===== config.mk =====
export PLATFORM = sky130hd
export DESIGN_NAME = fitbit_display_scheduler
export DESIGN_NICKNAME = d
export VERILOG_FILES = /design/src/rtl/fitbit_display_pkg.sv /design/src/rtl/tick_prescaler.sv /design/src/rtl/fitbit_display_scheduler.sv
export SDC_FILE = /design/constraint.sdc
export NUM_CORES = 1
export LEC_CHECK = 0
export BUFFER_PORTS_ARGS = -buffer_cell sky130_fd_sc_hd__buf_2
export CAP_MARGIN = 30
export CELL_PAD_IN_SITES_DETAIL_PLACEMENT = 0
export CELL_PAD_IN_SITES_GLOBAL_PLACEMENT = 1
export CORE_ASPECT_RATIO = 0.7
export CORE_MARGIN = 1
export CORE_UTILIZATION = 35
export CTS_CLUSTER_DIAMETER = 150
export CTS_CLUSTER_SIZE = 25
export DETAILED_ROUTE_END_ITERATION = 10
export PLACE_DENSITY_LB_ADDON = 0.2
export SLEW_MARGIN = 30
export SYNTH_ARGS = -nofsm -noshare
export SYNTH_HDL_FRONTEND = slang
export SYNTH_SLANG_ARGS = --single-unit

===== constraint.sdc =====
create_clock -name CLK -period 3.14 [get_ports CLK]
set_clock_uncertainty 0.15 [all_clocks]
set_input_delay 0.628 -clock CLK [delete_from_list [all_inputs] [get_ports CLK]]
set_output_delay 0.628 -clock CLK [all_outputs]
set_load 0.05 [all_outputs]

===== src/rtl/fitbit_display_pkg.sv =====
// Shared constants and types for the Fitbit display slot scheduler:
// MODE codes, the display ceiling, the scheduler state type and a saturation helper.
package fitbit_display_pkg;

    localparam logic [2:0] MODE_STEPS   = 3'd0;
    localparam logic [2:0] MODE_DIST    = 3'd1;
    localparam logic [2:0] MODE_OVER32  = 3'd2;
    localparam logic [2:0] MODE_HIGHACT = 3'd3;

    localparam logic [13:0] DISPLAY_MAX = 14'd9999;

    typedef enum logic {
        SHOW = 1'b0,
        GAP  = 1'b1
    } dispState_t;

    // The 4-digit display cannot show more than 9999, so larger sources are clamped.
    function automatic logic [13:0] saturate(input logic [13:0] value);
        return (value > DISPLAY_MAX) ? DISPLAY_MAX : value;
    endfunction

endpackage


===== src/rtl/tick_prescaler.sv =====
// Free-running divider: counts 0..TICK_DIV-1 and pulses tick for one cycle at the wrap.
module tick_prescaler #(
    parameter int TICK_DIV = 100
) (
    input  logic CLK,
    input  logic RESET,
    output logic tick
);

    localparam int CW = (TICK_DIV > 1) ? $clog2(TICK_DIV) : 1;
    localparam logic [CW-1:0] LAST = CW'(TICK_DIV - 1);

    logic [CW-1:0] count;

    // NOTE: sequential state uses non-blocking assignments so every register samples pre-edge values.
    always_ff @(posedge CLK or negedge RESET) begin
        if (!RESET) begin
            count <= '0;
        end else if (count == LAST) begin
            count <= '0;
        end else begin
            count <= count + 1'b1;
        end
    end

    assign tick = (count == LAST);

endmodule


===== src/rtl/fitbit_display_scheduler.sv =====
// Rotates the seven-segment display through the four statistics slots with hold/advance control.
// Define BLANK_GAP_EN to insert a blanked GAP period between slots; otherwise blank is tied 0.
module fitbit_display_scheduler
    import fitbit_display_pkg::*;
#(
    parameter int TICK_DIV    = 100,
    parameter int DWELL_TICKS = 2000,
    parameter int GAP_TICKS   = 250
) (
    input  logic        CLK,
    input  logic        RESET,
    input  logic [13:0] stepCount,
    input  logic [13:0] distance,
    input  logic [13:0] overThreshSec,
    input  logic [13:0] highActSec,
    input  logic        hold,
    input  logic        advance,
    output logic [2:0]  MODE,
    output logic [13:0] binaryDigit,
    output logic        blank,
    output logic        slotStrobe
);

    localparam int DW = (DWELL_TICKS > 1) ? $clog2(DWELL_TICKS) : 1;
    localparam logic [DW-1:0] DWELL_LAST = DW'(DWELL_TICKS - 1);

    if (TICK_DIV < 1 || DWELL_TICKS < 1 || GAP_TICKS < 1) begin : gBadParams
        $error("fitbit_display_scheduler: TICK_DIV, DWELL_TICKS and GAP_TICKS must all be >= 1");
    end

    logic          tick;
    dispState_t    state, stateNext;
    logic [1:0]    slot, slotNext;
    logic [DW-1:0] dwellCnt, dwellNext;
    logic          strobeNext;
    logic [13:0]   srcNext;

    tick_prescaler #(.TICK_DIV(TICK_DIV)) uPrescaler (
        .CLK   (CLK),
        .RESET (RESET),
        .tick  (tick)
    );

`ifdef BLANK_GAP_EN
    localparam int GW = (GAP_TICKS > 1) ? $clog2(GAP_TICKS) : 1;
    localparam logic [GW-1:0] GAP_LAST = GW'(GAP_TICKS - 1);

    logic [GW-1:0] gapCnt, gapNext;

    always_ff @(posedge CLK or negedge RESET) begin
        if (!RESET) gapCnt <= '0;
        else        gapCnt <= gapNext;
    end
`endif

    always_ff @(posedge CLK or negedge RESET) begin
        if (!RESET) begin
            state       <= SHOW;
            slot        <= 2'd0;
            dwellCnt    <= '0;
            slotStrobe  <= 1'b0;
            binaryDigit <= '0;
        end else begin
            state       <= stateNext;
            slot        <= slotNext;
            dwellCnt    <= dwellNext;
            slotStrobe  <= strobeNext;
            binaryDigit <= saturate(srcNext);
        end
    end

    // NOTE: every signal written here gets a default first so no path infers a latch.
    always_comb begin
        stateNext  = state;
        slotNext   = slot;
        dwellNext  = dwellCnt;
        strobeNext = 1'b0;
`ifdef BLANK_GAP_EN
        gapNext    = gapCnt;
`endif
        case (state)
            SHOW: begin
                if (tick && !hold) dwellNext = dwellCnt + 1'b1;
                // advance and dwell expiry together still yield a single slot step
                if (advance || (tick && !hold && dwellCnt == DWELL_LAST)) begin
                    slotNext  = slot + 2'd1;
                    dwellNext = '0;
`ifdef BLANK_GAP_EN
                    stateNext = GAP;
                    gapNext   = '0;
`else
                    strobeNext = 1'b1;
`endif
                end
            end
`ifdef BLANK_GAP_EN
            GAP: begin
                if (tick) gapNext = gapCnt + 1'b1;
                if (advance || (tick && gapCnt == GAP_LAST)) begin
                    stateNext  = SHOW;
                    gapNext    = '0;
                    strobeNext = 1'b1;
                end
            end
`endif
            default: stateNext = SHOW;
        endcase
    end

    // The value register follows the slot it will present after this edge.
    always_comb begin
        case (slotNext)
            2'd0:    srcNext = stepCount;
            2'd1:    srcNext = distance;
            2'd2:    srcNext = overThreshSec;
            default: srcNext = highActSec;
        endcase
    end

    always_comb begin
        case (slot)
            2'd0:    MODE = MODE_STEPS;
            2'd1:    MODE = MODE_DIST;
            2'd2:    MODE = MODE_OVER32;
            default: MODE = MODE_HIGHACT;
        endcase
`ifdef BLANK_GAP_EN
        blank = (state == GAP);
`else
        blank = 1'b0;
`endif
    end

endmodule


Yosys cells after proc, flatten, opt, wreduce, memory -nomap -nowiden
Index checks and enable logic that the tools add are counted.
{"block": "op_classes", "add_sub_neg": 3, "order_cmp": 1, "muxes": 8, "reduce_logical": 7, "n_eq_ne": 6}
{"op": "$pmux W14 S3", "n": 1}
{"op": "$mux W11", "n": 2}
{"op": "$gt A14 B14 Y1 const B", "n": 1}
{"op": "$mux W14", "n": 1}
{"op": "$add A11 B1 Y11 const B", "n": 1}
{"op": "$eq A11 B11 Y1 const B", "n": 1}
{"op": "$add A7 B1 Y7 const B", "n": 1}
{"op": "$eq A7 B7 Y1 const B", "n": 1}
{"op": "$mux W7", "n": 1}
{"op": "$pmux W2 S3", "n": 1}
{"op": "$eq A2 B1 Y1 const B", "n": 2}
{"op": "$eq A2 B2 Y1 const B", "n": 2}
{"op": "$logic_not A2 Y1", "n": 2}
{"op": "$add A2 B1 Y2 const B", "n": 1}
{"op": "$logic_and A1 B1 Y1", "n": 2}
{"op": "$mux W2", "n": 1}
{"op": "$reduce_bool A2 Y1", "n": 1}
{"op": "$logic_not A1 Y1", "n": 1}
{"op": "$logic_or A1 B1 Y1", "n": 1}
{"op": "$mux W1", "n": 1}
{"block": "word_totals", "reg_bits": 35}

Logic depth before layout (Yosys ltp)
{"block": "logic_depth", "depth_word": 9, "ltp_mapped": 12, "mapped_depth_nobuf": 7}

By module
A second synthesis with hierarchy kept.
{"block": "unflattened", "cells_unflattened": 270, "area_unflattened_um2": 2421.1}
{"module": "fitbit_display_scheduler", "instances": 1, "area_each_um2": 2075.7, "cells_per_inst": 241}
{"module": "tick_prescaler", "instances": 1, "area_each_um2": 345.3, "cells_per_inst": 29}

Worst setup path after synthesis
Ideal clock, no wire load.
{"block": "synth_timing", "path_type": "reg-to-reg", "start": "register slot[0]", "end": "register binaryDigit[2]", "period_less_slack_ps": 3241, "stages_incl_launch_ff": 13, "path_slack_ps": -101, "arrival_ps": 2961, "path_cell_list": "dfrtp_1 buf_6 buf_6 buf_2 inv_1 ha_1 clkbuf_1 buf_2 mux2i_1 nand2_1 a32o_1 nor4_1 nand3_1"}
{"block": "synth_via", "elab_chain_len": 6, "word_cells_on_any_way": 8, "classes_between": "add/sub (1); order compare (1); eq/ne (2); mux (3); reduce/logical (1)"}
{"element": "from (decl)", "line": "fitbit_display_scheduler.sv:33", "rtl": "logic [1:0] slot, slotNext;"}
{"element": "from (signal assigned)", "line": "fitbit_display_scheduler.sv:65", "rtl": "slot <= slotNext;"}
{"element": "$add A2 B1 Y2", "line": "fitbit_display_scheduler.sv:86", "rtl": "slotNext = slot + 2'd1;"}
{"element": "$mux W2 (*)", "line": "fitbit_display_scheduler.sv:85", "rtl": "if (advance || (tick && !hold && dwellCnt == DWELL_LAST)) begin"}
{"element": "$eq A2 B2 Y1 (tied with other cells)", "line": "fitbit_display_scheduler.sv:112", "rtl": "case (slotNext)"}
{"element": "$pmux W14 S3 (*)", "line": "fitbit_display_scheduler.sv:112"}
{"element": "$gt A14 B14 Y1", "line": "fitbit_display_pkg.sv:19", "rtl": "return (value > DISPLAY_MAX) ? DISPLAY_MAX : value;"}
{"element": "$mux W14 (*)", "line": "fitbit_display_pkg.sv:19"}
{"element": "to (signal assigned)", "line": "fitbit_display_scheduler.sv:68", "rtl": "binaryDigit <= saturate(srcNext);"}
{"element": "to (decl)", "line": "fitbit_display_scheduler.sv:19", "rtl": "output logic [13:0] binaryDigit,"}
Mark *: on every way between the ends. The rest lies on a longest branch, timed or not.
A chain may end at the register's enable or synchronous reset.

Final worst setup path
{"block": "layout_timing", "start": "register slot[0]", "end": "register binaryDigit[4]"}
The elaborated chain is that of the path after synthesis.

==> results by group <==
STA
  – Hold slack final: approximately 270 ps
  – RSZ-0062 raised after global routing: no
  – Final Hold Viols: 0
  – Slew Viols, Final: 0
  – Setup TNS: 0 ps
  – # setup viols final: 0
  – Slew headroom: 0.460
  – Period minus WS final: 2660 ps
  – Fmax: between 300 and 400 MHz
  – Tightest Pin Transition: roughly 800 ps
  – Tcrit/Tclk final: 0.848

Synthesis
  – Mux contribution to synthesized area: 0.245
  – Cell Area, Synth: ~2600 sq um
  – Synth Area in Compound Gates: 0.121
  – Post-Synth Simple-Gate Area: 0.187
  – Xor and xnor area share after synthesis: 0.0398
  – EDFF count, synth: 0
  – FF+latch count, synth: 35
  – Main combinational cell family by area after synthesis: multiplexers
  – Adder-cell share of the synthesized area: 0.0237
  – Async S/R FF share, synth: 1.00
  – Synth warn: 0
  – Syn Area/Cell: between 10 and 15 sq um
  – Ys flop type: dfrtp_1
  – Netlist cell types: 50
  – Register area share after synthesis: 0.332
  – Syn Inst Count: ~260

Clock tree
  – Sink Count: 35
  – TritonCTS clock tree: done
  – # hold bufs at CTS: 0
  – Clock transition at path regs: approximately 80 ps
  – Worst-Skew Late Latency: about 290 ps
  – PostCTS Resize Cnt: 0
  – H-tree Lvls: 2
  – Clk root buf: clkbuf_8
  – TritonCTS Buffers: 5
  – Total setup buffers inserted after CTS: 0
  – Max clock buf depth: 2

Worst setup path
  – CP arrival: approximately 2700 ps
  – CP Buf/Inv Count: 1
  – CP max-delay cell: mux4_2
  – Critical-path cell list: buf_4 > mux4_2 > and4_1 > a2111oi_0 > a31oi_1 > a21oi_1
  – Setup crit start kind: flip-flop
  – Crit path required time: around 3200 ps
  – Worst path max stage delay: just over 600 ps
  – CP Class: reg -> reg
  – Crit path max-delay family: compound AO/OA/AOI/OAI gates
  – Worst Setup End Kind: flip-flop
  – Crit-path max FO: 20

Route
  – Remaining antenna violation count: 0
  – WL final: roughly 7300 um
  – Initial DRC count: about 190
  – DR vias: roughly 2,400
  – DRC: 0
  – Routed WL per cell: 16.9 um
  – Drt pass-1 iters: 6
  – Vias/cell: 5.52

Floorplan
  – Die Wd: around 110 um
  – Initial core utilization: 0.362
  – Top Ports: 79
  – Core area: roughly 7300 sq um
  – Die span in y: 74.7 um
  – DIE AREA: about 7900 sq um
  – Row count: 26

Global route
  – Total GRT Usage: 0.190
  – Total gr overflow: 0
  – First-pass GRT wire length: about 11,000 um
  – Vias in the first global route: approximately 2,100
  – Antenna violations before repair: 0
  – Largest net degree at the start of global routing: 36

Power
  – Pwr Density: around 860 nW/um^2
  – Maximum vdd drop: slightly above 500 uV
  – Leakage power: approximately 1.4 nW

Layout
  – Layout Utilization: 0.439
  – Final std cells w/o fill: around 430
  – Commonest cells after routing, fill and taps aside: 76 x buf_2, 35 x dfrtp_1, 32 x nand2_1, 21 x nor2_1, 19 x mux4_2
  – Antenna Cells: 0
  – Share of layout cells above drive strength 1: 0.356
  – Most common cell after layout, fill and taps aside: buf_2
  – Area Growth Syn to Fin: 21.1%
  – Final nets: approximately 400

Status
  – Outcome: finished, final reports clean

Placement
  – PortBufs: between 70 and 80
  – Dpl cells: approximately 420
  – Post-detail-place hpwl: about 5700 um
  – Gpl congestion: 0.804

Worst hold path
  – Hold Crit Class: in -> async

Job
  – # Max-Cap Violations: 0
## metrics by stage
step / power [W] / setup slack, ps / instance area, sq um
after CTS: 0.00276 / 454 / 3200
after global placement: 0.00243 / 404 / 3110
after global routing: 0.00293 / 279 / 3200
after floorplan: 0.00200 / 109 / 2650
after detailed placement: 0.00243 / 447 / 3110
final: 0.00274 / 478 / 3200
## path summary, 6_finish.rpt
check,startpoint,end,slack (ps),cells after the start
setup reg to reg,slot[0]$_DFF_PN0_,binaryDigit[4]$_DFF_PN0_,480,6
hold reg to reg,uPrescaler.count[0]$_DFF_PN0_,uPrescaler.count[0]$_DFF_PN0_,340,1
max in group asynchronous,RESET,dwellCnt[2]$_DFFE_PN0P_,2040,1
min in group CLK,uPrescaler.count[0]$_DFF_PN0_,uPrescaler.count[0]$_DFF_PN0_,340,1
hold / removal,RESET,binaryDigit[12]$_DFF_PN0_,270,1
setup / recovery,slot[0]$_DFF_PN0_,binaryDigit[4]$_DFF_PN0_,480,6
## registers in the layout, indices dropped and copies added (netlist names)
name,count
binaryDigit,14
slot,2
slotStrobe,1
dwellCnt,11
uPrescaler.count,7
## final cells by class
cell class | count | area [sq um]
Fill cell | 742 | 4090
Inverter | 5 | 18.8
Clock inverter | 2 | 12.5
Multi-Input combinational cell | 202 | 1640
Sequential cell | 35 | 876
Tap cell | 98 | 123
Clock buffer | 6 | 72.6
Timing Repair Buffer | 84 | 453
## layer usage
layer  GRT usage  share of wire  up-vias
li1            -              -     1124
met1       0.310           0.51     1166
met2       0.255           0.41       91
met3      0.0346          0.073        5
met4      0.0417         0.0069        0
met5           0              0        -
## cells in the mapped netlist, drive strengths merged (2+ instances only)
cell,number,share of area
dfrtp,35,0.33
a32o,4,0.015
nand4,5,0.012
or2,4,0.0095
or3,2,0.0047
a21boi,2,0.0057
inv,5,0.0071
and2,5,0.012
nor3,8,0.015
o2111ai,4,0.013
and3,2,0.0047
mux2i,17,0.064
mux2,2,0.0085
xnor2,5,0.017
o21ai,3,0.0057
xor2,7,0.023
nand2,32,0.045
a21oi,10,0.019
nand3,8,0.015
mux4,20,0.17
o211ai,2,0.0057
or4,2,0.0057
nor2,22,0.034
ha,5,0.024
a31oi,6,0.014
o22ai,4,0.0095
a311oi,3,0.010
nand4b,2,0.0066
buf,9,0.023
clkbuf,14,0.020
nor4,4,0.0095
## report_power, final
group,internal [W],switching [W],leakage (nW),total (W)
Combinational,0.000744,0.00111,0.944,0.00185
Sequential,0.000537,0.0000326,0.434,0.000570
Clock,0.000155,0.000167,0.0412,0.000322
## kinds of logic after synthesis
group | count (synthesis)
buf+inv | 28
flops | 35
other cells | 1
xor+xnor | 12
mux | 39
fa+ha+maj | 5
compound gates | 44
simple gates | 100
Note: power is estimated with default switching activity, not from simulation.
